<file path="src/rtl/canvas_pkg.sv">
// Shared constants and types for the canvas memory access controller.
// The canvas is a 128x128 array of 3-bit color codes, linearly addressed as {y,x}.
package canvas_pkg;

    localparam int CANVAS_DIM = 128;
    localparam int COORD_W    = $clog2(CANVAS_DIM);
    localparam int ADR_W      = 2 * COORD_W;
    localparam int COLOR_W    = 3;
    localparam int BRUSH_W    = 8;
    localparam int DROP_W     = 8;

    localparam logic [COLOR_W-1:0] ERASE    = 3'd0;
    localparam logic [ADR_W-1:0]   LAST_ADR = {ADR_W{1'b1}};

    typedef enum logic {
        IDLE  = 1'b0,
        CLEAR = 1'b1
    } clear_state_t;

endpackage

</file>
<file path="src/rtl/canvas_clear_seq.sv">
// Full-canvas erase sequencer: walks every address once, advancing only on
// cycles where the memory port is granted to it.
module canvas_clear_seq
    import canvas_pkg::*;
(
    input  logic             clk,
    input  logic             reset,
    input  logic             clearReq,
    input  logic             grant,
    output logic             clearBusy,
    output logic             want,
    output logic [ADR_W-1:0] address
);

    clear_state_t     state, state_nxt;
    logic [ADR_W-1:0] count, count_nxt;

    always_ff @(posedge clk or negedge reset) begin
        if (!reset) begin
            state <= IDLE;
            count <= '0;
        end else begin
            state <= state_nxt;
            count <= count_nxt;
        end
    end

    // A request arriving mid-sweep is ignored; the sweep never restarts.
    always_comb begin
        state_nxt = state;
        count_nxt = count;
        case (state)
            IDLE: begin
                if (clearReq) begin
                    state_nxt = CLEAR;
                    count_nxt = '0;
                end
            end
            CLEAR: begin
                if (grant) begin
                    count_nxt = count + 1'b1;
                    if (count == LAST_ADR) state_nxt = IDLE;
                end
            end
            default: state_nxt = IDLE;
        endcase
    end

    always_comb begin
        clearBusy = (state == CLEAR);
        want      = (state == CLEAR);
        address   = count;
    end

endmodule

</file>
<file path="src/rtl/canvas_access_ctrl.sv">
// Single-port canvas RAM arbiter: display reads take the port first, then the
// erase sweep, then one buffered brush write.
module canvas_access_ctrl
    import canvas_pkg::*;
(
    input  logic               clk,
    input  logic               reset,
    input  logic               rdReq,
    input  logic [COORD_W-1:0] rdX,
    input  logic [COORD_W-1:0] rdY,
    output logic               rdValid,
    output logic [COLOR_W-1:0] rdColor,
    input  logic               brush,
    input  logic [BRUSH_W-1:0] wx,
    input  logic [BRUSH_W-1:0] wy,
    input  logic [COLOR_W-1:0] newColor,
    output logic               brushReady,
    input  logic               clearReq,
    output logic               clearBusy,
    output logic [ADR_W-1:0]   memAdr,
    output logic               memRe,
    output logic               memWe,
    output logic [COLOR_W-1:0] memWData,
    input  logic [COLOR_W-1:0] memRData,
    output logic [DROP_W-1:0]  dropCount
);

    function automatic logic [DROP_W-1:0] sat_inc(input logic [DROP_W-1:0] v);
        return (v == {DROP_W{1'b1}}) ? v : v + 1'b1;
    endfunction

    logic               alive;
    logic               pending;
    logic [ADR_W-1:0]   brush_adr;
    logic [COLOR_W-1:0] brush_color;
    logic               vld_p1;
    logic               clr_busy, clr_want, clr_grant, brush_grant;
    logic [ADR_W-1:0]   clr_adr;
    logic               accept, out_of_range;

    canvas_clear_seq u_clear (
        .clk       (clk),
        .reset     (reset),
        .clearReq  (clearReq),
        .grant     (clr_grant),
        .clearBusy (clr_busy),
        .want      (clr_want),
        .address   (clr_adr)
    );

    // A brush that arrives with (or before) a clear request waits for the
    // whole sweep so it lands on the erased canvas.
    assign clr_grant    = clr_want & ~rdReq;
    assign brush_grant  = pending & ~rdReq & ~clr_busy & ~clearReq;
    assign brushReady   = alive & ~pending & ~clr_busy;
    assign clearBusy    = clr_busy;
    assign accept       = brush & brushReady;
    assign out_of_range = wx[BRUSH_W-1] | wy[BRUSH_W-1];

    // Port stage: registered strobes, address and write data
    always_ff @(posedge clk or negedge reset) begin
        if (!reset) begin
            memRe    <= 1'b0;
            memWe    <= 1'b0;
            memAdr   <= '0;
            memWData <= '0;
        end else begin
            memRe <= rdReq;
            memWe <= clr_grant | brush_grant;
            if (rdReq) begin
                memAdr <= {rdY, rdX};
            end else if (clr_grant) begin
                memAdr   <= clr_adr;
                memWData <= ERASE;
            end else if (brush_grant) begin
                memAdr   <= brush_adr;
                memWData <= brush_color;
            end
        end
    end

    always_ff @(posedge clk or negedge reset) begin
        if (!reset) begin
            alive       <= 1'b0;
            pending     <= 1'b0;
            brush_adr   <= '0;
            brush_color <= '0;
            dropCount   <= '0;
        end else begin
            alive <= 1'b1;
            if (accept && out_of_range) begin
                dropCount <= sat_inc(dropCount);
            end else if (accept) begin
                pending     <= 1'b1;
                brush_adr   <= {wy[COORD_W-1:0], wx[COORD_W-1:0]};
                brush_color <= newColor;
            end else if (brush_grant) begin
                pending <= 1'b0;
            end
        end
    end

    // Read return: p1 tracks the RAM access cycle, data captured one edge later
    always_ff @(posedge clk or negedge reset) begin
        if (!reset) begin
            vld_p1  <= 1'b0;
            rdValid <= 1'b0;
            rdColor <= '0;
        end else begin
            vld_p1  <= memRe;
            rdValid <= vld_p1;
            if (vld_p1) rdColor <= memRData;
        end
    end

endmodule
</file>
<file path="config.mk">
export PLATFORM = sky130hd
export DESIGN_NAME = canvas_access_ctrl
export DESIGN_NICKNAME = d
export VERILOG_FILES = /design/src/rtl/canvas_pkg.sv /design/src/rtl/canvas_clear_seq.sv /design/src/rtl/canvas_access_ctrl.sv
export SDC_FILE = /design/constraint.sdc
export NUM_CORES = 1
export LEC_CHECK = 0
export ABC_AREA = 1
export CORE_MARGIN = 3
export CORE_UTILIZATION = 50
export CTS_CLUSTER_DIAMETER = 100
export DETAILED_ROUTE_END_ITERATION = 16
export MAX_ROUTING_LAYER = met4
export PLACE_DENSITY = 0.85
export REMOVE_ABC_BUFFERS = 1
export SLEW_MARGIN = 30
export SYNTH_ARGS = -nofsm -noshare
export SYNTH_HDL_FRONTEND = slang
export SYNTH_SLANG_ARGS = --single-unit
</file>
<file path="constraint.sdc">
create_clock -name clk -period 1.8 [get_ports clk]
set_clock_uncertainty 0.05 [all_clocks]
set_input_delay 0.27 -clock clk [delete_from_list [all_inputs] [get_ports clk]]
set_output_delay 0.27 -clock clk [all_outputs]
set_load 0.05 [all_outputs]
</file>
==> metrics.txt, run 1 <==
outcome=complete, no violations; main area contributors after synthesis=dfrtp_1, nand2_1, inv_1, nor2_1, o21ai_1; final worst slack=approximately 190 ps; IO Count=74; CTS tree=yes; DRT iter0 DRCs=about 150; total vias in the final route=between 2,000 and 3,000; CP Max Fanout=5; DRC=0; Die Y=84.7 um; worst-path cell chain=nor2_4 -> buf_12; CTS max path bufs=2; post-route cell area=4140 um2; crit path kind=flip-flop to output pin; WL final=approximately 7200 um; Leak=approximately 2.1 nW; Max Clock Freq=621 MHz; HP Start=memRe$_DFF_PN0_; Worst Setup SP=u_clear.clearBusy$_DFF_PN0_; DRT Pass-1 Iters=4; DPL Wire Length=5300 um; die area=7180 um2; Die X=84.7 um; Post-Place Setup Slack=66.1 ps; Worst-Margin Slew=around 550 ps; Clock transition at path regs=70 ps; Area Growth Syn to Fin=33.5%; vias in the first global route=around 2,700; DP Area=approximately 4000 um2; Register-to-Register Path Depth=7; ANT cells=0; sequential power share=46.1%; initial antenna violation count=0; ANT nets after route=0; Placer Congestion=0.891; Net Switching=a little over 1 mW; nets@finish=roughly 500; PwrDens=889 nW/um2; CP startpoint kind=flip-flop; fraction of layout cells with a size suffix above 1=15.3%; Synth cell types=34; Clock Tree Root=clkbuf_8; Critical Path Max Stage Delay=530 ps; core region area=5960 um2; placed insts=between 500 and 600; total global routing overflow=0; setup violators final=0; Worst Path Required=1480 ps; commonest non-fill, non-tap cell in the layout=nand2_1; Yosys top cell area share=53.3%; RR Startpoint=dropCount[0]$_DFFE_PN0P_; Post-synth EDFFs=0; #FFs+latches synth=66; syn_area_per_cell=8.40 um2; Seq/Total Area, Yosys=between 50 and 60%; switch share=around 28%; most frequent cells in the layout=nand2_1, dfrtp_1, inv_1; RSZ-0062 raised after global routing=false; Post-synth top flop=dfrtp_1; PortBufs=73; Crit Reg-Reg Endpoint=dropCount[7]$_DFFE_PN0P_; fillers=481; Tcrit/Tclk final=roughly nine tenths; fin cells=534; Clk network pwr share=a little under two fifths; max-slew violation count=0; Worst Setup End Kind=output pin; max-capacitance violation count=0; path category of the worst min-delay check=flip-flop to flip-flop; Max-slew headroom=a little under two thirds; Synth area leader=dfrtp_1; Worst setup endpoint=brushReady; WL per Instance=approximately 14 um; worst reg-to-reg setup slack=230 ps; Logic pwr share=16.6%; TritonCTS buffer count=9; Tot GR Track Use=about 22%; Final Hold Vio Count=0; first-pass GRT wire length=12,200 um; Util after Layout=69.4%; clock sink count=66; Power Total=3.68 mW; largest net degree at the start of global routing=44; synthesized instance count=roughly 370; VDD IR-drop max=approximately 0.00056 V; asr flop ratio synth=100%; synthesized cell area=3100 um2; # H-tree levels=3; P_int=2.64 mW; vias per std cell=5.13; minimum clock period=1610 ps; Worst-Skew Late Latency=350 ps; worst path arrival time=1290 ps; Worst path slowest cell=dfrtp_1; Yosys warnings=0; row cnt=28; Initial Util=between 50% and 60%
registers in the layout, indices dropped and copies added (netlist names):
register	count
alive	1
pending	1
rdColor	3
memWData	3
u_clear.address	14
brush_adr	14
dropCount	8
brush_color	3
memRe	1
memAdr	14
vld_p1	1
memWe	1
rdValid	1
u_clear.clearBusy	1
worst max-delay path, delay by kind of cell (launching register included):
family / cells / cell delay [ps]
flip-flops: 1 / 530
buffers and inverters: 1 / 160
AND/OR/NAND/NOR: 1 / 250
timing repair:
action	in CTS	in global routing
cloned	0	0
buffers inserted	0	0
gates resized for setup	6	1
endpoints found under the hold margin	23	0
hold buffers	1	0
setup endpoints to repair	6	1
metrics by stage:
| stage | hold slack [ps] | setup TNS (ps) |
|---|---|---|
| 6_report | 337 | 0 |
| 2_1_floorplan | -75.6 | -2900 |
| 4_1_cts | 337 | 0 |
| 5_1_grt | 369 | 0 |
| 3_3_place_gp | 232 | 0 |
| 3_5_place_dp | 237 | 0 |
worst min-delay path by stage:
stage,endpoint,slack [ps],cells after the start
2_1_floorplan,alive$_DFF_PN0_,-80,0
3_3_place_gp,brush_adr[10]$_DFFE_PN0P_,230,1
3_5_place_dp,brush_adr[10]$_DFFE_PN0P_,240,1
4_1_cts,vld_p1$_DFF_PN0_,340,0
5_1_grt,vld_p1$_DFF_PN0_,370,0
6_report,vld_p1$_DFF_PN0_,340,0
layout make-up:
cell class | instances | area, um2 | area share [%]
repair buffers | 84 | 791 | 19.1
flip-flops and latches | 66 | 1650 | 39.9
clock inverters | 5 | 77.6 | 1.88
well taps | 75 | 93.8 | 2.27
clock buffers | 11 | 141 | 3.42
multi-input cells | 250 | 1220 | 29.4
inverters | 43 | 164 | 3.96
kinds of logic after synthesis:
kind of cell / count (synthesis) / share of synthesized area, %
other cells: 1 / 0.121
buf+inv: 53 / 7.43
xor+xnor: 6 / 1.70
simple gates: 179 / 24.7
fa+ha+maj: 2 / 0.808
flops: 66 / 53.3
compound gates: 59 / 10.9
mux: 3 / 1.09
per-layer routing:
layer / track usage, % / wire length [um] / vias to the layer above
met5: - / 0 / -
met4: 8.49 / 137 / 0
met3: 5.00 / 444 / 12
met2: 35.2 / 3520 / 80
met1: 27.4 / 3120 / 1300
li1: - / - / 1347
cells in the mapped netlist (3+ instances only):
cell type    n
o21ai_0     14
buf_2        4
a31oi_1      9
nor2_1      36
mux2_2       3
o21ai_1     16
xor2_1       4
inv_1       41
nand3_1     10
nor2_4       3
nand2_1    114
a22oi_1      6
dfrtp_1     66
a21oi_1      9
nand4_1      4
nor2_2       3
power by group through the flow:
stage | clock network [mW] | registers, mW | logic (mW)
finish | 1.37 | 1.69 | 0.612
global route | 1.45 | 1.71 | 0.664
global placement | 0 | 1.71 | 0.614
floorplan | 0 | 1.87 | 0.186
detailed placement | 0 | 1.72 | 0.625
CTS | 1.39 | 1.69 | 0.616
(Power assumes the default switching activity.)
==> inputs of run 2 (changes only) <==
- REMOVE_ABC_BUFFERS: 1 -> not set
==> metrics.txt, run 2 (synthesized netlist as in run 1, its figures left out) <==
outcome=complete, no violations; VDD IR-drop max=0.000551 V (-1.4%); Post-Place Setup Slack=63.8 ps (-2.30 ps); Max Clock Freq=611 MHz (-1.7%); P_int=2.32 mW (-12%); Clock transition at path regs=70 ps (about the same); worst path arrival time=1830 ps (+540 ps); setup violators final=0 (unchanged); PortBufs=73 (unchanged); Power Total=3.37 mW (-8.2%); final worst slack=162 ps (-28.2 ps); Worst-Skew Late Latency=350 ps (about the same); WP buf/inv=1 (unchanged); CTS tree=yes; Initial Util=52.0% (unchanged); Register-to-Register Path Depth=6 (-1); fraction of layout cells with a size suffix above 1=15.9% (+0.62 points); Area Growth Syn to Fin=32.3%; Post-CTS Setup Inserts=0 (unchanged); Critical Path Max Stage Delay=460 ps (-70 ps); placed insts=519 (+0.39%); DRT Pass-1 Iters=4 (unchanged); WL per Instance=15.3 um (+13%); RR Startpoint=u_clear.address[0]$_DFFE_PN0P_; switch share=31.2% (+3.0 points); Worst path slowest cell=nor3_1; Worst setup endpoint=u_clear.address[10]$_DFFE_PN0P_; DRC=0 (unchanged); most frequent CP cell=nand2_1; stages on the worst setup path=6 (+4); CP Max Fanout=5 (unchanged); total global routing overflow=0 (unchanged); total vias in the final route=2,829 (+3.3%); Worst-Margin Slew=620 ps (+70.7 ps); commonest non-fill, non-tap cell in the layout=nand2_1; minimum clock period=1640 ps (+28.2 ps); row cnt=28 (unchanged); RSZ-0062 raised after global routing=false; CP startpoint kind=flip-flop; Tcrit/Tclk final=91.0% (+1.6 points); # H-tree levels=3 (unchanged); ANT cells=0 (unchanged); Clk network pwr share=30.4% (-6.9 points); Leak=2.04 nW (-0.31%); fillers=490 (+1.9%); first-pass GRT wire length=13,300 um (+8.4%); CTS max path bufs=2 (unchanged); Net Switching=1.05 mW (+1.7%); Final Hold Vio Count=0 (unchanged); initial antenna violation count=0 (unchanged); WL final=8160 um (+13%); Tot GR Track Use=24.6% (+2.6 points); IO Count=74 (unchanged); Worst Setup SP=u_clear.address[0]$_DFFE_PN0P_; vias in the first global route=2,764 (+4.0%); TritonCTS buffer count=9 (unchanged); core region area=5960 um2 (unchanged); max-slew violation count=0 (unchanged); max-capacitance violation count=0 (unchanged); Worst Path Required=1990 ps (+510 ps); nets@finish=499 (+0.40%); die area=7180 um2 (unchanged); Worst Setup End Kind=flip-flop; path category of the worst min-delay check=flip-flop to flip-flop; Crit Reg-Reg Endpoint=u_clear.address[10]$_DFFE_PN0P_; post-synth net total=just over 400; CP top delay family=simple AND/OR/NAND/NOR gates; worst-path cell chain=ha_1 -> nand2_1 -> nor3_1 -> nand4_1 -> nand2_1 -> inv_1; PwrDens=823 nW/um2 (-7.4%); DRT iter0 DRCs=222 (+44%); Final TNS setup=0 ps (unchanged); sequential power share=50.5% (+4.4 points); Placer Congestion=1.00 (+13%); Die X=84.7 um (unchanged); Die Y=84.7 um (unchanged); Logic pwr share=19.1% (+2.5 points); most frequent cells in the layout=nand2_1, dfrtp_1, inv_1; Clock Tree Root=clkbuf_8; largest net degree at the start of global routing=30 (-32%); Max-slew headroom=58.7% (-4.7 points); DPL Wire Length=6110 um (+15%); fin cells=535 (+0.19%); worst reg-to-reg setup slack=160 ps (-70 ps); crit path kind=flip-flop to flip-flop; clock sink count=66 (unchanged); ANT nets after route=0 (unchanged); vias per std cell=5.29 (+3.1%)
## run 2: power groups by stage
stage,registers (mW),clock network [mW],logic (mW)
2_1_floorplan,1.87,0,0.196
3_3_place_gp,1.72,0,0.627
3_5_place_dp,1.73,0,0.648
4_1_cts,1.70,1.03,0.646
5_1_grt,1.72,1.09,0.689
6_report,1.70,1.03,0.643
## run 2: layout make-up
type | instances | area (um2) | share of cell area (%)
well taps | 75 | 93.8 | 2.29
inverters | 43 | 164 | 4.00
repair buffers | 86 | 820 | 20.0
flip-flops and latches | 66 | 1650 | 40.3
clock buffers | 11 | 131 | 3.21
multi-input cells | 250 | 1220 | 29.7
clock inverters | 4 | 20.0 | 0.488
## run 2: how the worst min path moves through the flow
stage | from | cells after the start | endpoint | slack (ps)
after floorplan | reset | 0 | alive$_DFF_PN0_ | -80
after global placement | reset | 1 | dropCount[7]$_DFFE_PN0P_ | 250
after detailed placement | reset | 1 | dropCount[6]$_DFFE_PN0P_ | 270
after CTS | memRe$_DFF_PN0_ | 0 | vld_p1$_DFF_PN0_ | 360
after global routing | memRe$_DFF_PN0_ | 0 | vld_p1$_DFF_PN0_ | 380
final | memRe$_DFF_PN0_ | 0 | vld_p1$_DFF_PN0_ | 360
## run 2: routing by layer
| layer | up-vias | track usage (%) | routed length [um] | part of all wire [%] |
|---|---|---|---|---|
| met5 | - | - | 0 | 0 |
| met4 | 0 | 11.9 | 238 | 2.9 |
| met3 | 18 | 3.93 | 492 | 6.0 |
| met2 | 116 | 40.5 | 4120 | 50 |
| met1 | 1345 | 29.5 | 3310 | 41 |
| li1 | 1350 | - | - | - |
## run 2: per-stage QoR
stage               area [um2]  hold slack [ps]  util, %
floorplan                 3100            -75.6        -
global placement          3930              254     66.1
detailed placement        3930              266     66.1
CTS                       4090              360     68.7
global route              4100              376     68.8
finish                    4100              356     68.8
## run 2: timing repair
item / 4_1_cts / 5_1_grt
hold buffers: 1 / 0
cloned: 0 / 0
endpoints found under the setup margin: 3 / 3
pin swaps: 0 / 0
hold endpoints to repair: 23 / 0
resized for setup: 3 / 3
==> inputs of run 3 (changes only) <==
- CORE_UTILIZATION: 50 -> 45
- PLACE_DENSITY: 0.85 -> 0.81
- REMOVE_ABC_BUFFERS: not set -> 1
- clock period: 1.8 -> 1.5 ns (I/O delays scaled with it)
==> metrics.txt, run 3 (synthesized netlist as in run 1, its figures left out) <==
Post-Place Setup Slack=-101 ps (-165 ps); DPL Wire Length=5720 um (-6.4%); outcome=complete, no violations; core region area=6490 um2 (+9.1%); total vias in the final route=2,764 (-2.3%); Clock transition at path regs=70 ps (about the same); commonest non-fill, non-tap cell in the layout=nand2_1; ANT cells=0 (unchanged); max-capacitance violation count=0 (unchanged); Area Growth Syn to Fin=49.4%; PortBufs=73 (unchanged); Worst-Skew Late Latency=350 ps (about the same); CP startpoint kind=flip-flop; Placer Congestion=0.923 (-8.0%); vias in the first global route=2,710 (-2.0%); crit path kind=flip-flop to output pin; max-slew violation count=0 (unchanged); Util after Layout=71.2% (+2.4 points); Initial Util=47.7% (-4.3 points); Tcrit/Tclk final=slightly below 100%; largest net degree at the start of global routing=67 (+120%); VDD IR-drop max=0.000691 V (+26%); placed insts=531 (+2.3%); Final Hold Vio Count=0 (unchanged); initial antenna violation count=0 (unchanged); TritonCTS buffer count=9 (unchanged); DRC=0 (unchanged); ANT nets after route=0 (unchanged); vias per std cell=5.03 (-5.0%); WHS Path Cells=3 (+3); clock sink count=66 (unchanged); DP Area=4390 um2 (+12%); Die Y=89.0 um (+5.0%); minimum clock period=~1500 ps; total global routing overflow=0 (unchanged); first-pass GRT wire length=12,800 um (-3.6%); most frequent cells in the layout=nand2_1, dfrtp_1, inv_1; path category of the worst min-delay check=input pin to flip-flop; # H-tree levels=3 (unchanged); Clock Tree Root=clkbuf_8; CP Max Fanout=5 (unchanged); DRT Pass-1 Iters=4 (unchanged); setup violators final=0 (unchanged); nets@finish=511 (+2.4%); post-route cell area=4630 um2 (+13%); die area=7920 um2 (+10%); Leak=2.23 nW (+8.9%); worst path arrival time=1190 ps (-640 ps); Worst Setup End Kind=output pin; WL per Instance=14.3 um (-6.0%); PwrDens=969 nW/um2 (+18%); Power Total=4.48 mW (+33%); fin cells=550 (+2.8%); Die X=89.0 um (+5.0%); Register-to-Register Path Depth=6 (unchanged); row cnt=29 (+3.6%); Tot GR Track Use=21.9% (-2.8 points); Worst Path Required=1220 ps (-770 ps); fraction of layout cells with a size suffix above 1=20.5% (+4.6 points); CTS max path bufs=2 (unchanged); DRT iter0 DRCs=291 (+31%); final worst slack=30.6 ps (-132 ps); WL final=7890 um (-3.3%); CTS tree=yes; Max Clock Freq=681 MHz; IO Count=74 (unchanged); RSZ-0062 raised after global routing=true
[run 3: cell count changes in the layout (fill, tap and decap cells not counted), sizes merged]
cell and change:
buf +17, clkbuf +4, clkinv -3, dlygate4sd2 -3, dlymetal6s2s -2
[run 3: path summary, 6_finish.rpt]
kind                                             startpoint                          end  slack (ps)
max in group asynchronous                             reset  u_clear.clearBusy$_DFF_PN0_         710
worst min-delay path                                  wy[2]     brush_adr[9]$_DFFE_PN0P_         370
worst max-delay path            u_clear.clearBusy$_DFF_PN0_                   brushReady          30
worst max register to register  u_clear.clearBusy$_DFF_PN0_     brush_adr[1]$_DFFE_PN0P_          80
min in group asynchronous                             reset     brush_adr[9]$_DFFE_PN0P_         390
worst min register to register              memRe$_DFF_PN0_             vld_p1$_DFF_PN0_         400
[run 3: critical path, stage by stage (launching register included)]
cell     delay [ps]
dfrtp_2         490
nor2_4          200
buf_12          160
[run 3: where the power goes]
part	switching, mW	internal [mW]	total [mW]
sequential	0.153	1.91	2.07
clock	0.648	0.825	1.47
combinational	0.492	0.449	0.942
[run 3: timing repair]
item	CTS	global route
setup endpoints to repair	2	13
gates resized for setup	3	3
pin swaps	1	1
buffers inserted	0	2
endpoints found under the hold margin	66	0
hold buffers	1	0
[run 3: through the flow]
step | hold WS [ps] | setup TNS, ps
after global routing | 378 | -15.2
final | 368 | 0
after floorplan | -121 | -14290
after global placement | 216 | -103
after detailed placement | 226 | -719
after CTS | 362 | 0
[run 3: per-layer routing]
layer	routed length, um	share of wire [%]	global-route usage (%)	up-vias
met5	0	0	-	-
met4	234	3.0	10.3	0
met3	410	5.2	3.23	18
met2	3940	50	34.3	83
met1	3310	42	28.0	1293
li1	-	-	-	1370
[run 3: layout make-up]
type | instances | area [um2]
sequential | 66 | 1650
clock inverter | 1 | 5.00
multi-input combinational | 250 | 1230
inverter | 43 | 164
fill | 457 | 1870
tap | 77 | 96.3
clock buffer | 15 | 196
timing repair buffer | 98 | 1280
